### config.mk
export PLATFORM = sky130hd
export DESIGN_NAME = router_pkt_reg_p
export DESIGN_NICKNAME = d
export VERILOG_FILES = /design/src/rtl/router_pkg.sv /design/src/rtl/router_chk_step.sv /design/src/rtl/router_pkt_reg_p.sv
export SDC_FILE = /design/constraint.sdc
export NUM_CORES = 1
export LEC_CHECK = 0
export ABC_CLOCK_PERIOD_IN_PS = 1700
export CAP_MARGIN = 20
export CORE_UTILIZATION = 50
export CTS_CLUSTER_SIZE = 20
export DETAILED_ROUTE_END_ITERATION = 6
export MAX_ROUTING_LAYER = met4
export PLACE_DENSITY = 0.73
export SYNTH_ARGS = -nofsm -noshare
export SYNTH_HDL_FRONTEND = slang
export SYNTH_SLANG_ARGS = --single-unit
export TNS_END_PERCENT = 100
### constraint.sdc
create_clock -name clk -period 1.7 [get_ports clk]
set_clock_uncertainty 0.1 [all_clocks]
set_input_delay 0.255 -clock clk [delete_from_list [all_inputs] [get_ports clk]]
set_output_delay 0.255 -clock clk [all_outputs]
set_load 0.05 [all_outputs]
### src/rtl/router_pkg.sv
// rtl/router_pkg.sv - shared constants, FSM states and error bit indices for the packet register
package router_pkg;

  localparam int CHK_XOR = 0;
  localparam int CHK_CRC = 1;

  localparam int ERR_CHK = 0;
  localparam int ERR_LEN = 1;

  localparam logic [7:0] CRC_POLY_DEF = 8'h07;

  typedef enum logic [1:0] {
    IDLE    = 2'd0,
    ACCUM   = 2'd1,
    CHKWAIT = 2'd2,
    DONE    = 2'd3
  } pkt_state_e;

endpackage

### src/rtl/router_chk_step.sv
// rtl/router_chk_step.sv - one-byte XOR parity or MSB-first CRC update, purely combinational
module router_chk_step
  import router_pkg::*;
#(
  parameter int                 DATA_W   = 8,
  parameter int                 CHK_MODE = CHK_XOR,
  parameter logic [DATA_W-1:0]  CRC_POLY = DATA_W'(CRC_POLY_DEF)
) (
  input  logic [DATA_W-1:0] calc,
  input  logic [DATA_W-1:0] din,
  output logic [DATA_W-1:0] nxt
);

  // CRC: the byte is xored into the register up front, then shifted out one bit at a time
  always_comb begin
    nxt = calc ^ din;
    if (CHK_MODE == CHK_CRC) begin
      for (int i = 0; i < DATA_W; i++) begin
        nxt = nxt[DATA_W-1] ? ((nxt << 1) ^ CRC_POLY) : (nxt << 1);
      end
    end
  end

endmodule

### src/rtl/router_pkt_reg_p.sv
// rtl/router_pkt_reg_p.sv - router packet register: header latch, payload pass-through, full-FIFO replay, check and length error reporting
module router_pkt_reg_p
  import router_pkg::*;
#(
  parameter int                 DATA_W   = 8,
  parameter int                 ADDR_W   = 2,
  parameter int                 NPORTS   = 3,
  parameter int                 CHK_MODE = CHK_XOR,
  parameter logic [DATA_W-1:0]  CRC_POLY = DATA_W'(CRC_POLY_DEF)
) (
  input  logic              clk,
  input  logic              reset,
  input  logic              pkt_valid,
  input  logic              fifo_full,
  input  logic              rst_int_reg,
  input  logic              detect_add,
  input  logic              ld_state,
  input  logic              laf_state,
  input  logic              full_state,
  input  logic              lfd_state,
  input  logic [DATA_W-1:0] data_in,
  output logic [DATA_W-1:0] dout,
  output logic              parity_done,
  output logic              low_pkt_valid,
  output logic              err,
  output logic [1:0]        err_code,
  output logic              hdr_reject
);

  localparam int LEN_W = DATA_W - ADDR_W;
  localparam int CNT_W = LEN_W + 1;

  logic [DATA_W-1:0] header_q;
  logic [DATA_W-1:0] hold_q;
  logic [DATA_W-1:0] calc_q;
  logic [DATA_W-1:0] pkt_chk_q;
  logic [CNT_W-1:0]  count_q;
  pkt_state_e        state_q;
  pkt_state_e        state_d;
  logic              done_seen_q;

  logic [ADDR_W-1:0] hdr_addr;
  logic              hdr_ok;
  logic              hdr_latch;
  logic              hdr_bad;
  logic              fold_data;
  logic              chk_cap;
  logic              pd_set;
  logic              eval_now;
  logic [DATA_W-1:0] step_in;
  logic [DATA_W-1:0] calc_nxt;

  assign hdr_addr  = data_in[ADDR_W-1:0];
  assign hdr_ok    = int'(hdr_addr) < NPORTS;
  assign hdr_latch = detect_add & pkt_valid & hdr_ok;
  assign hdr_bad   = detect_add & pkt_valid & ~hdr_ok;
  assign fold_data = ld_state & pkt_valid & ~full_state;
  assign chk_cap   = ld_state & ~pkt_valid;
  assign pd_set    = (ld_state & ~fifo_full & ~pkt_valid) |
                     (laf_state & low_pkt_valid & ~parity_done);
  assign eval_now  = (state_q == DONE) & ~done_seen_q;
  assign step_in   = lfd_state ? header_q : data_in;
  assign err       = |err_code;

  router_chk_step #(
    .DATA_W   (DATA_W),
    .CHK_MODE (CHK_MODE),
    .CRC_POLY (CRC_POLY)
  ) u_chk_step (
    .calc (calc_q),
    .din  (step_in),
    .nxt  (calc_nxt)
  );

  always_ff @(posedge clk or posedge reset) begin
    if (reset) begin
      header_q   <= '0;
      hold_q     <= '0;
      dout       <= '0;
      hdr_reject <= 1'b0;
    end else begin
      hdr_reject <= hdr_bad;
      if (hdr_latch) header_q <= data_in;
      if (ld_state & fifo_full) hold_q <= data_in;
      if (lfd_state)                   dout <= header_q;
      else if (ld_state & ~fifo_full)  dout <= data_in;
      else if (laf_state)              dout <= hold_q;
    end
  end

  // The counter saturates so an over-long packet still reads as a length mismatch
  always_ff @(posedge clk or posedge reset) begin
    if (reset) begin
      calc_q    <= '0;
      count_q   <= '0;
      pkt_chk_q <= '0;
    end else begin
      if (hdr_latch) begin
        calc_q  <= '0;
        count_q <= '0;
      end else if (lfd_state) begin
        calc_q <= calc_nxt;
      end else if (fold_data) begin
        calc_q <= calc_nxt;
        if (count_q != '1) count_q <= count_q + CNT_W'(1);
      end
      if (chk_cap) pkt_chk_q <= data_in;
    end
  end

  always_ff @(posedge clk or posedge reset) begin
    if (reset) begin
      low_pkt_valid <= 1'b0;
      parity_done   <= 1'b0;
    end else begin
      if (rst_int_reg) low_pkt_valid <= 1'b0;
      if (chk_cap)     low_pkt_valid <= 1'b1;
      if (detect_add)  parity_done   <= 1'b0;
      if (pd_set)      parity_done   <= 1'b1;
    end
  end

  always_ff @(posedge clk or posedge reset) begin
    if (reset) begin
      state_q     <= IDLE;
      done_seen_q <= 1'b0;
    end else begin
      state_q     <= state_d;
      done_seen_q <= (state_q == DONE);
    end
  end

  always_comb begin
    state_d = state_q;
    case (state_q)
      IDLE:    if (hdr_latch)   state_d = ACCUM;
      ACCUM:   if (chk_cap)     state_d = CHKWAIT;
      CHKWAIT: if (parity_done) state_d = DONE;
      DONE:    if (detect_add)  state_d = IDLE;
      default:                  state_d = IDLE;
    endcase
    if (hdr_latch) state_d = ACCUM;
  end

  // Errors are sampled once, one cycle into DONE, and held until the next header
  always_ff @(posedge clk or posedge reset) begin
    if (reset) begin
      err_code <= 2'b00;
    end else begin
      if (eval_now) begin
        err_code[ERR_CHK] <= (calc_q != pkt_chk_q);
        err_code[ERR_LEN] <= (count_q != {1'b0, header_q[DATA_W-1:ADDR_W]});
      end
      if (detect_add) err_code <= 2'b00;
    end
  end

endmodule

* Word-level counts from Yosys, hierarchy flattened *
Index checks and enable logic that the tools add are counted.

operators by class
  reduce and logical (&&, ||, !) cells = 11
  bitwise logic cells = 20
  order comparisons = 1
  multiplexer cells = 22
  $add $sub $neg = 1
  eq/ne operators = 11

operators with widths
  operator                                              count
  2-to-1 mux 8 bit                                      7
  2-to-1 mux 7 bit                                      4
  bitwise AND 1 bit                                     12
  2-to-1 mux 2 bit                                      6
  nonzero test 2 bit                                    5
  != test 3 bit (second input constant)                 3
  != test 8 bit                                         1
  XOR 8 bit                                             1
  adder 7 x 1 -> 7 bit (second input constant)          1
  != test 7 x 6 -> 1 bit                                1
  != test 7 bit (second input constant)                 1
  inverter 1 bit                                        6
  case mux 2 bit (3 select lines)                       1
  nonzero test 3 bit                                    2
  equality test 2 bit (second input constant)           2
  2-to-1 mux 1 bit                                      4
  AND reduction 4 bit                                   1
  AND reduction 3 bit                                   1
  equality test 2 x 1 -> 1 bit (second input constant)  1
  zero test 2 bit                                       1
  less-than comparator 2 bit (second input constant)    1
  != test 2 x 1 -> 1 bit (second input constant)        1
  != test 2 bit (second input constant)                 1
  OR reduction 2 bit                                    1
  OR 1 bit                                              1

storage, ports and cells
  register bits after elaboration = 55
  word-level logic and storage cells = 78

* Longest topological paths before layout *
Gate-level depths: netlist of the first run.

  depth in word-level cells = 5
  gate-level depth with buffers = 6
  gate-level depth less buffers = 5

* Modules after synthesis *
From an unflattened synthesis of the first run, not the netlist that was laid out.

unflattened totals
  cells, all modules = 272
  area, all modules = 2676.3 um2

modules (own cells, without submodules)
  module            cells an instance  instances  area each (um2)  seq. area each (um2)
  router_pkt_reg_p  264                1          2606.2           1376.3
  router_chk_step   8                  1          70.1             0.0

* Least setup slack after synthesis of the first run *
No wires, ideal clock.

  path type = reg-to-reg
  from = register count_q[0]
  to = register count_q[5]
  slack = 151 ps
  stages on the path, launching flop included = 6
  arrival = 1366 ps
  library setup time = 83 ps
  required time = 1517 ps
  cells stage by stage = dfrtp_1 > ha_1 > nand3_1 > o21ai_2 > or4_1 > o21ai_0

on the way
  word-level cells in the longest chain between the ends = 5
  elaborated cells between the ends (all ways) = 8
  those cells by class = 1 x add/sub; 1 x eq/ne; 4 x mux; 2 x reduce/logical

ends and longest elaborated chain
  item                      RTL line                 RTL
  start: declaration        router_pkt_reg_p.sv:37   logic [CNT_W-1:0] count_q;
  start signal: assignment  router_pkt_reg_p.sv:105  if (count_q != '1) count_q <= count_q + CNT_W'(1);
  adder 7 x 1 -> 7 bit      router_pkt_reg_p.sv:105
  2-to-1 mux 7 bit          router_pkt_reg_p.sv:105
  2-to-1 mux 7 bit          router_pkt_reg_p.sv:103  end else if (fold_data) begin
  2-to-1 mux 7 bit          router_pkt_reg_p.sv:101  end else if (lfd_state) begin
  2-to-1 mux 7 bit          router_pkt_reg_p.sv:98   if (hdr_latch) begin

Several ways; a longest one is shown, not always the timed one. The select of a mux whose other input is x is not followed.
A chain may end at the register's enable or synchronous reset.

* Final worst setup path of the first run *
  from = register err_code[1]
  to = output port err

on the way
  word-level cells in the longest chain between the ends = 1

ends and longest elaborated chain
  item                              RTL line                 RTL
  start: declaration                router_pkt_reg_p.sv:26   output logic [1:0] err_code,
  start signal: indexed assignment  router_pkt_reg_p.sv:151  err_code[ERR_CHK] <= (calc_q != pkt_chk_q);
  start signal: indexed assignment  router_pkt_reg_p.sv:152  err_code[ERR_LEN] <= (count_q != {1'b0, header_q[DATA_W-1:ADDR_W]});
  OR reduction 2 bit                router_pkt_reg_p.sv:63   assign err = |err_code;
  end: declaration                  router_pkt_reg_p.sv:25   output logic err,

No other way between the ends.

==> flow_metrics.tcl, run 1 <==
set metrics [dict create \
    final_cell_mix "dfrtp_1 (55), buf_4 (36), nand2_1 (34)" \
    core_um2 4850 \
    worst_ir_drop_vdd_uv 642 \
    layout_worst_path_cycle_share 0.919 \
    ys_ff_latch 55 \
    final_core_util 0.667 \
    grtUsageTotal 0.234 \
    cp_num_buf_inv 1 \
    fin_crit_ps 1560 \
    port_buffers 31 \
    cts.sinks 55 \
    r2r_start "count_q[0]$_DFFE_PP0P_" \
    powerDensity_nw_per_um2 1140 \
    dp_slack_ps -192 \
    drt-total-wl_um 5410 \
    max-clock-path-buffers 2 \
    crit_type "flip-flop to primary output" \
    dr.pass1.iters 4 \
    rows 25 \
    hold_path.class "input pin to asynchronous set/reset pin" \
    fillers 397 \
    final_common_cell "dfrtp_1" \
    mappedNetlistNets 255 \
    syn_area_um2 2590 \
    cts_tree "built" \
    grt_overflow 0 \
    ys.warnings.count 0 \
    drive_gt1_frac 0.259 \
    first_iter_violations 103 \
    syn_area_per_cell_um2 11.0 \
    diodes 0 \
    boundaryPins 32 \
    seq_area_frac_synth 0.532 \
    setup_slack_ps 138 \
    start_kind "flip-flop" \
    max_slew_margin 0.735 \
    critPathTopFamily "flip-flops" \
    vias 1893 \
    clk_latency_ps 320 \
    drc 0 \
    max_stage_delay_ps 410 \
    syn_to_final_growth_pct 25.0 \
    grt_max_degree 56 \
    hold_viol_final 0 \
    worst_path_max_delay_cell "dfrtp_1" \
    grt_pass1_vias 1861 \
    netlist_top_cells_area "dfrtp_1 (53%), mux2_2 (10%), xor2_1 (7.8%)" \
    ant_nets 0 \
    crit_path_start "err_code[1]$_DFFE_PP0P_" \
    htree_levels 2 \
    rsz0062_at_grt "no" \
    cts_made_buffers 5 \
    dpl.hpwl_um 3930 \
    die_area_um2 5470 \
    p_leak_nw 1.56 \
    crit_arrival_ps 1210 \
    gp_congestion 0.805 \
    required_ps 1340 \
    cp-end-kind "primary output" \
    cp_max_fo 3 \
    synth_top_cell_area_share 0.532 \
    die-width_um 73.9 \
    tightest_slew_ps 394 \
    cts_setup_buffers 0 \
    finalMaxSlewViolations 0 \
    fin_nets 311 \
    setup-violations-final 0 \
    vias_per_cell 5.26 \
    synth.distinct_cells 33 \
    post_cts_resized 0 \
    die_y_um 73.9 \
    worst-r2r-setup-slack_ps 160 \
    crit_chain "or2_2 -> buf_4" \
    syn-instance-count 236 \
    initial_utilization 0.534 \
    max_cap_violations 0 \
    clk_pin_slew_ps 100 \
    wire_per_inst_um 15.0 \
    outcome "finished clean" \
    synth_top_cell_by_area "dfrtp_1" \
    antenna_found_initial 0 \
    grt_first_pass_wirelength_um 9120 \
    timing.fmax_ghz 0.640 \
    cts_hold_buffers 0 \
    ctsRootBufferMaster "clkbuf_8" \
]
[per-layer routing]
| layer | up-vias | global-route usage | share of wire |
|---|---|---|---|
| met3 | 11 | 0.0488 | 0.051 |
| met4 | 0 | 0.0791 | 0.020 |
| met5 | - | - | 0 |
| met1 | 921 | 0.322 | 0.48 |
| li1 | 915 | - | - |
| met2 | 46 | 0.347 | 0.45 |
[sequential cells by signal, summed over array words and instances, names as in the netlist, 2 cells and up]
name and flops:
calc_q 8, hold_q 8, count_q 7, header_q 8, pkt_chk_q 8, dout 8
err_code 2, state_q 2
[logic make-up (layout without fill, tap and decap cells)]
family,after synthesis,after routing,synth area share
and+or+nand+nor,79,79,0.138
adders and majority gates,1,1,0.00483
xor gates and xnor gates,26,26,0.0880
AOI/OAI and AO/OA,33,33,0.0812
buffers and inverters,9,66,0.0169
DFF,55,55,0.532
muxes,33,33,0.139
[final cells by class]
type	instances	area [um^2]	share of cell area
flip-flops and latches	55	1380	0.426
multi-input cells	172	1170	0.361
repair buffers	56	500	0.155
well taps	67	83.8	0.0259
clock buffers	6	82.6	0.0255
clock inverters	2	16.3	0.00503
inverters	2	7.51	0.00232
[synthesized netlist by cell type]
library cell,instances
a211oi_1,1
a21boi_0,8
a21o_1,1
a21oi_1,3
a31o_2,1
a31oi_1,1
a41oi_1,1
and2_1,1
and3_1,3
and4_1,1
and4bb_4,1
buf_2,2
buf_6,1
clkbuf_1,4
dfrtp_1,55
ha_1,1
inv_1,2
mux2_2,24
mux2i_1,9
nand2_1,34
nand2b_1,4
nand3_1,5
nor2_1,24
nor2b_1,1
nor4_1,3
o211ai_1,2
o21ai_0,13
o21ai_2,1
o21bai_1,1
or2_2,1
or4_1,1
xnor2_1,3
xor2_1,23
[where the power goes]
part	internal [mW]	total [mW]	switching, mW
logic	0.493	1.12	0.630
registers	1.58	1.79	0.209
clock network	0.334	0.780	0.447
total	2.41	3.69	1.29
[metrics by stage]
step | power, mW | hold WS (ps) | setup TNS [ps] | instance area (um^2) | cells
after floorplan | 2.56 | 227 | 0 | 2590 | 236
after global placement | 2.91 | 378 | -2780 | 3140 | 352
after detailed placement | 2.95 | 395 | -3110 | 3140 | 352
after CTS | 3.72 | 202 | 0 | 3230 | 360
after global routing | 3.90 | 218 | 0 | 3230 | 360
final | 3.69 | 197 | 0 | 3230 | 360
[path summary, 6_finish.rpt]
path                                        endpoint  cells after the start
hold / removal                 hold_q[7]$_DFFE_PP0P_                      3
min in group clk           low_pkt_valid$_DFFE_PP0P_                      2
setup / recovery                                 err                      2
setup reg to reg              count_q[5]$_DFFE_PP0P_                      5
max in group asynchronous   pkt_chk_q[7]$_DFFE_PP0P_                      3
hold reg to reg                hold_q[3]$_DFFE_PP0P_                      1
[worst reg2reg max path: cells and delay by family, from the launching register on]
family	cells	cell delay, ps
DFF	1	390
and+or+nand+nor	2	580
AOI/OAI and AO/OA	2	160
adders and majority gates	1	230
(Power assumes the default switching activity.)
==> run 2: changes to the inputs <==
- CTS_BUF_LIST: unset -> sky130_fd_sc_hd__clkbuf_8
==> results of run 2 <==
Final layout, timing and power as in run 1 (identical DEF).
==> RTL edit 1: new RTL, config.mk and constraints of run 2 <==
Re-encode `pkt_state_e` (4 states) as one-hot, 4 bits wide.
--- a/src/rtl/router_pkg.sv
+++ b/src/rtl/router_pkg.sv
@@ -9,11 +9,11 @@
 
   localparam logic [7:0] CRC_POLY_DEF = 8'h07;
 
-  typedef enum logic [1:0] {
-    IDLE    = 2'd0,
-    ACCUM   = 2'd1,
-    CHKWAIT = 2'd2,
-    DONE    = 2'd3
+  typedef enum logic [3:0] {
+    IDLE    = 4'b0001,
+    ACCUM   = 4'b0010,
+    CHKWAIT = 4'b0100,
+    DONE    = 4'b1000
   } pkt_state_e;
 
 endpackage
Behaviour: same outputs for any inputs over 4 cycles, from zero or initial values and one cycle with reset high; so few cycles prove little.
==> RTL edit 1 against run 2 <==
Routed wire length grew 13%. Sequential cell count rose by 2. Highest routed layer unchanged. Power rose by 5.5%. Utilization up 0.87 points. Area after synthesis rose by 4.2%. Design area is 7.4% higher. Worst setup slack lost 0.026 ns. Global-route usage increased by 1.9 points. Cell count rose by 11%. Critical endpoint is now calc_q[0]$_DFFE_PP0P_. Via count increased by 9.4%.
==> RTL edit 1: results (changes against run 2) <==
metric	value	unit	change
vias in the first global route	2022		was 1861
Max Fanout on Critical Path	14		was 3
CP max stage delay	0.56	ns	was 0.41 ns
DR pass1 iterations	4		unchanged
XOR/XNOR Fraction of Synth Area	8.77	%	was 8.80%
CTS clock-pin slew for the worst setup and hold paths	0.06	ns	was 0.10 ns
Slew headroom	72.3	%	was 73.5%
GRT Total Usage	25.3	%	was 23.4%
H-tree depth	3		was 2
post-synthesis sequential area ratio	52.9	%	was 53.2%
first-pass GRT wire length	9870	um	was 9120 um
status	completed		unchanged
initial antenna violation count	0		unchanged
HPWL after detailed placement	4470	um	was 3930 um
Slowest-stage cell, CP	clkdlybuf4s50_1		was dfrtp_1
Post-synth ARST share	100	%	unchanged
final WL	6120	um	was 5410 um
via count	2070		was 1893
CTS root buf	clkbuf_8		unchanged
VDD IR max	0.686	mV	was 0.642 mV
Antenna Cells	0		unchanged
syn nets	281		was 255
met3 Usage GRT	6.35	%	was 4.88%
top post-synthesis cells by area	dfrtp_1, xor2_1, mux2_2		was dfrtp_1, mux2_2, xor2_1
met2 usage	39.6	%	was 34.7%
grt met1 use	30.9	%	was 32.2%
Post-synth top cells	dfrtp_1, nor2_1, nand2_1, xor2_1, mux2_2		was dfrtp_1, nand2_1, mux2_2, nor2_1, xor2_1
Synth warnings	0		unchanged
RePlAce Congestion	0.816		was 0.805
Placed Area	3260	um^2	was 3140 um^2
Fill cells	413		was 397
Internal Power	0.00272	W	was 0.00241 W
final net count	343		was 311
complex-gate fraction of the synthesized area	11.6	%	was 8.12%
post-synthesis adder-cell area fraction	0.464	%	was 0.484%
largest net degree at the start of global routing	34		was 56
leakage	1.69	nW	was 1.56 nW
clock latency at the later pin of the worst-skew pair	0.34	ns	was 0.32 ns
post-synthesis mux area share	7.05	%	was 13.9%
library cells used by synthesis	37		was 33
clock buffer count from CTS	9		was 5
Min-Delay Path Class	in -> async		unchanged
share of layout cells above drive strength 1	24.7	%	was 25.9%
DR iter-0 viols	109		was 103
==> RTL edit 1: cell count changes in the layout (fill, tap and decap cells not counted), sizes merged, moves of 9 or more <==
cell,change
a21oi,+9
inv,+12
o21ai,-10
nor2,+20
==> RTL edit 1: power groups by stage <==
stage               sequential, W  combinational (W)  clock, W
finish                    0.00177           0.000866   0.00126
global route              0.00179           0.000955   0.00133
CTS                       0.00177           0.000868   0.00128
detailed placement        0.00179           0.000865         0
global placement          0.00178           0.000841         0
floorplan                 0.00187           0.000442         0
==> RTL edit 1: cell type report <==
type	count	area, um^2	area share (%)
inverter	14	56.3	1.62
multi-input combinational	182	1180	33.9
clock inverter	4	43.8	1.26
sequential	57	1430	41.1
tap	70	87.6	2.52
clock buffer	11	151	4.36
timing repair buffer	60	531	15.3
==> RTL edit 1: timing repair <==
action                                  in CTS  in global routing
endpoints found under the setup margin       0                  3
setup buffers                                0                  1
resized for setup                            0                  1
==> RTL edit 1: kinds of logic (layout without fill, tap and decap cells) <==
kind of cell               after synthesis  in the layout
and+or+nand+nor                         94             94
DFF                                     57             57
AOI/OAI and AO/OA                       43             43
xor gates and xnor gates                27             27
buffers and inverters                   23             89
muxes                                   17             17
adders and majority gates                1              1
==> RTL edit 1: path summary, 6_finish.rpt <==
check | from | end | slack (ns) | cells past startpoint
min reg2reg | state_q[0]$_DFFE_PP1P_ | state_q[0]$_DFFE_PP1P_ | 0.38 | 2
min | reset | dout[7]$_DFFE_PP0P_ | 0.13 | 2
min in group clk | rst_int_reg | low_pkt_valid$_DFFE_PP0P_ | 0.37 | 2
max | lfd_state | calc_q[0]$_DFFE_PP0P_ | 0.11 | 6
max reg2reg | count_q[1]$_DFFE_PP0P_ | count_q[1]$_DFFE_PP0P_ | 0.14 | 5
max in group asynchronous | reset | state_q[0]$_DFFE_PP1P_ | 0.87 | 3
==> RTL edit 1: critical path: cells and delay by family <==
family | cells | cell delay (ns)
simple gates | 2 | 0.33
buf+inv | 2 | 0.71
compound gates | 1 | 0.23
xor+xnor | 1 | 0.18
==> RTL edit 1: layer usage <==
metal | up-vias | routed length (um)
li1 | 1010 | -
met1 | 1002 | 2760
met4 | 0 | 109
met5 | - | 0
met3 | 11 | 211
met2 | 47 | 3040
==> RTL edit 1: stage by stage <==
step | cells | hold slack [ns] | setup WS (ns) | setup TNS [ns] | total power (W)
2_1_floorplan | 262 | 0.221 | 0.199 | 0 | 0.00232
3_3_place_gp | 382 | 0.359 | -0.165 | -2.47 | 0.00262
3_5_place_dp | 382 | 0.371 | -0.211 | -3.11 | 0.00266
4_1_cts | 397 | 0.123 | 0.0675 | 0 | 0.00392
5_1_grt | 398 | 0.166 | 0.00470 | 0 | 0.00408
6_report | 398 | 0.125 | 0.112 | 0 | 0.00389
==> RTL edit 2: new RTL, flow settings as in run 2 <==
Made on the original files. `DATA_W` is set to 8 in 2 places; all go to 6.
--- a/src/rtl/router_chk_step.sv
+++ b/src/rtl/router_chk_step.sv
@@ -2,7 +2,7 @@
 module router_chk_step
   import router_pkg::*;
 #(
-  parameter int                 DATA_W   = 8,
+  parameter int                 DATA_W   = 6,
   parameter int                 CHK_MODE = CHK_XOR,
   parameter logic [DATA_W-1:0]  CRC_POLY = DATA_W'(CRC_POLY_DEF)
 ) (
--- a/src/rtl/router_pkt_reg_p.sv
+++ b/src/rtl/router_pkt_reg_p.sv
@@ -2,7 +2,7 @@
 module router_pkt_reg_p
   import router_pkg::*;
 #(
-  parameter int                 DATA_W   = 8,
+  parameter int                 DATA_W   = 6,
   parameter int                 ADDR_W   = 2,
   parameter int                 NPORTS   = 3,
   parameter int                 CHK_MODE = CHK_XOR,
Interface: changed (resized data_in and dout); port bits go from 32 to 28. The function was not compared with the original's and may differ.
==> RTL edit 2 against run 2 <==
Routed wire length fell by 6.2%. Design area shrank 16%. Worst setup slack got worse by 0.15 ns. Area after synthesis down 17%. The flow now finishes with violations (setup timing). Die area decreased by 16%. Sequential cell count fell by 12. Non-clock buffer count down 4. Power decreased by 18%.
==> RTL edit 2: results (changes against run 2) <==
metric	value	unit	change
status	complete, but fails checks		was completed
failing checks	setup timing		
met3 Usage GRT	3.72	%	was 4.88%
Port Buf Inserts	27		was 31
leakage	1.28	nW	was 1.56 nW
Max Fanout on Critical Path	6		was 3
clock latency at the later pin of the worst-skew pair	0.30	ns	was 0.32 ns
data arrival time of the worst path	1.84	ns	was 1.21 ns
HPWL after detailed placement	3670	um	was 3930 um
vias in the first global route	1746		was 1861
R2R cell count	5		unchanged
final net count	266		was 311
Post-synth ARST share	100	%	unchanged
Yosys reg bits	43		was 55
post-synthesis sequential area ratio	49.9	%	was 53.2%
first-pass GRT wire length	8400	um	was 9120 um
DR pass1 iterations	4		unchanged
syn nets	218		was 255
share of layout cells above drive strength 1	28.5	%	was 25.9%
Slew Viols, Final	0		unchanged
Fill cells	319		was 397
H-tree depth	2		unchanged
Antenna Cells	0		unchanged
RePlAce Congestion	0.850		was 0.805
final worst slack	-0.0159	ns	was 0.138 ns
Synth warnings	0		unchanged
Longest Clk Path Bufs	2		unchanged
clock buffer count from CTS	5		unchanged
total negative slack	-0.0159	ns	was 0 ns
CTS clock-pin slew for the worst setup and hold paths	0.08	ns	was 0.10 ns
library cells used by synthesis	43		was 33
Post-synth top cells	dfrtp_1, nand2_1, o21ai_0, mux2_2, xor2_1		was dfrtp_1, nand2_1, mux2_2, nor2_1, xor2_1
VDD IR max	0.591	mV	was 0.642 mV
Slew headroom	74.2	%	was 73.5%
top post-synthesis cells by area	dfrtp_1, mux2_2, o21ai_0		was dfrtp_1, mux2_2, xor2_1
Placed Area	2610	um^2	was 3140 um^2
CTS root buf	clkbuf_8		unchanged
grt met1 use	32.8	%	was 32.2%
largest net degree at the start of global routing	44		was 56
met2 usage	42.6	%	was 34.7%
post-synth top area share	49.9	%	was 53.2%
final WL	5070	um	was 5410 um
vias per inst	5.80		was 5.26
GRT Total Usage	26.5	%	was 23.4%
DR iter-0 viols	92		was 103
Setup-failing EPs final	1		was 0
==> RTL edit 2: cell types whose count changed after synthesis, moves of 6 or more <==
cell,change
dfrtp_1,-12
a32oi_1,+6
nor2_1,-15
a21boi_0,-8
a22oi_1,+6
nand2_1,-13
o21ai_0,+6
mux2_2,-14
xor2_1,-13
==> RTL edit 2: worst paths after layout <==
check                                          from                  endpoint  slack, ns
max                          count_q[0]$_DFFE_PP0P_    count_q[2]$_DFFE_PP0P_      -0.02
min                                           reset   parity_done$_DFFE_PP0P_       0.23
max reg2reg                  count_q[0]$_DFFE_PP0P_    count_q[2]$_DFFE_PP0P_      -0.02
min reg2reg                pkt_chk_q[5]$_DFFE_PP0P_  pkt_chk_q[5]$_DFFE_PP0P_       0.40
max in group asynchronous                     reset     hold_q[3]$_DFFE_PP0P_       1.07
min in group clk           pkt_chk_q[5]$_DFFE_PP0P_  pkt_chk_q[5]$_DFFE_PP0P_       0.40
==> RTL edit 2: worst max-delay path: stages, from the launching register on <==
cell and delay [ns]:
dfrtp_1 0.39, ha_2 0.19, and3_4 0.18, ha_4 0.17
or4_1 0.47, a21oi_1 0.15
==> RTL edit 2: layout make-up <==
cell class	instances	area [um^2]	share of cell area (%)
Clock buffer	7	96.3	3.53
Clock inverter	1	3.75	0.138
Inverter	3	11.3	0.413
Multi-Input combinational cell	143	1040	38.1
Sequential cell	43	1080	39.4
Tap cell	50	62.6	2.29
Timing Repair Buffer	52	438	16.1
==> RTL edit 2: stage by stage <==
stage / setup slack [ns] / instances / power, W / hold slack [ns]
after floorplan: -0.0627 / 200 / 0.00200 / 0.221
after global placement: -0.136 / 289 / 0.00228 / 0.381
after detailed placement: -0.213 / 289 / 0.00232 / 0.383
after CTS: -0.0143 / 297 / 0.00303 / 0.236
after global routing: -0.0646 / 299 / 0.00318 / 0.249
final: -0.0159 / 299 / 0.00301 / 0.230
==> RTL edit 2: kinds of logic after synthesis <==
group | share of synthesized area (%)
AOI/OAI and AO/OA | 17.8
and+or+nand+nor | 16.0
DFF | 49.9
muxes | 8.00
buffers and inverters | 3.07
xor gates and xnor gates | 4.06
adders and majority gates | 1.16
==> RTL edit 2: per-layer routing <==
metal	routed length (um)	share of wire [%]
met1	2130	42
met2	2670	53
met3	164	3.2
met4	107	2.1
met5	0	0
==> RTL edit 2: where the power goes <==
| part | internal, W | switching (W) |
|---|---|---|
| sequential | 0.00122 | 0.000179 |
| combinational | 0.000405 | 0.000510 |
| clock | 0.000365 | 0.000334 |
| total | 0.00199 | 0.00102 |
==> RTL edit 2: what timing repair did <==
| action | 4_1_cts | 5_1_grt |
|---|---|---|
| gates cloned | 0 | 0 |
| endpoints found under the setup margin | 2 | 4 |
| gates resized for setup | 1 | 1 |
| buffers inserted | 0 | 2 |
| pin swaps | 0 | 2 |
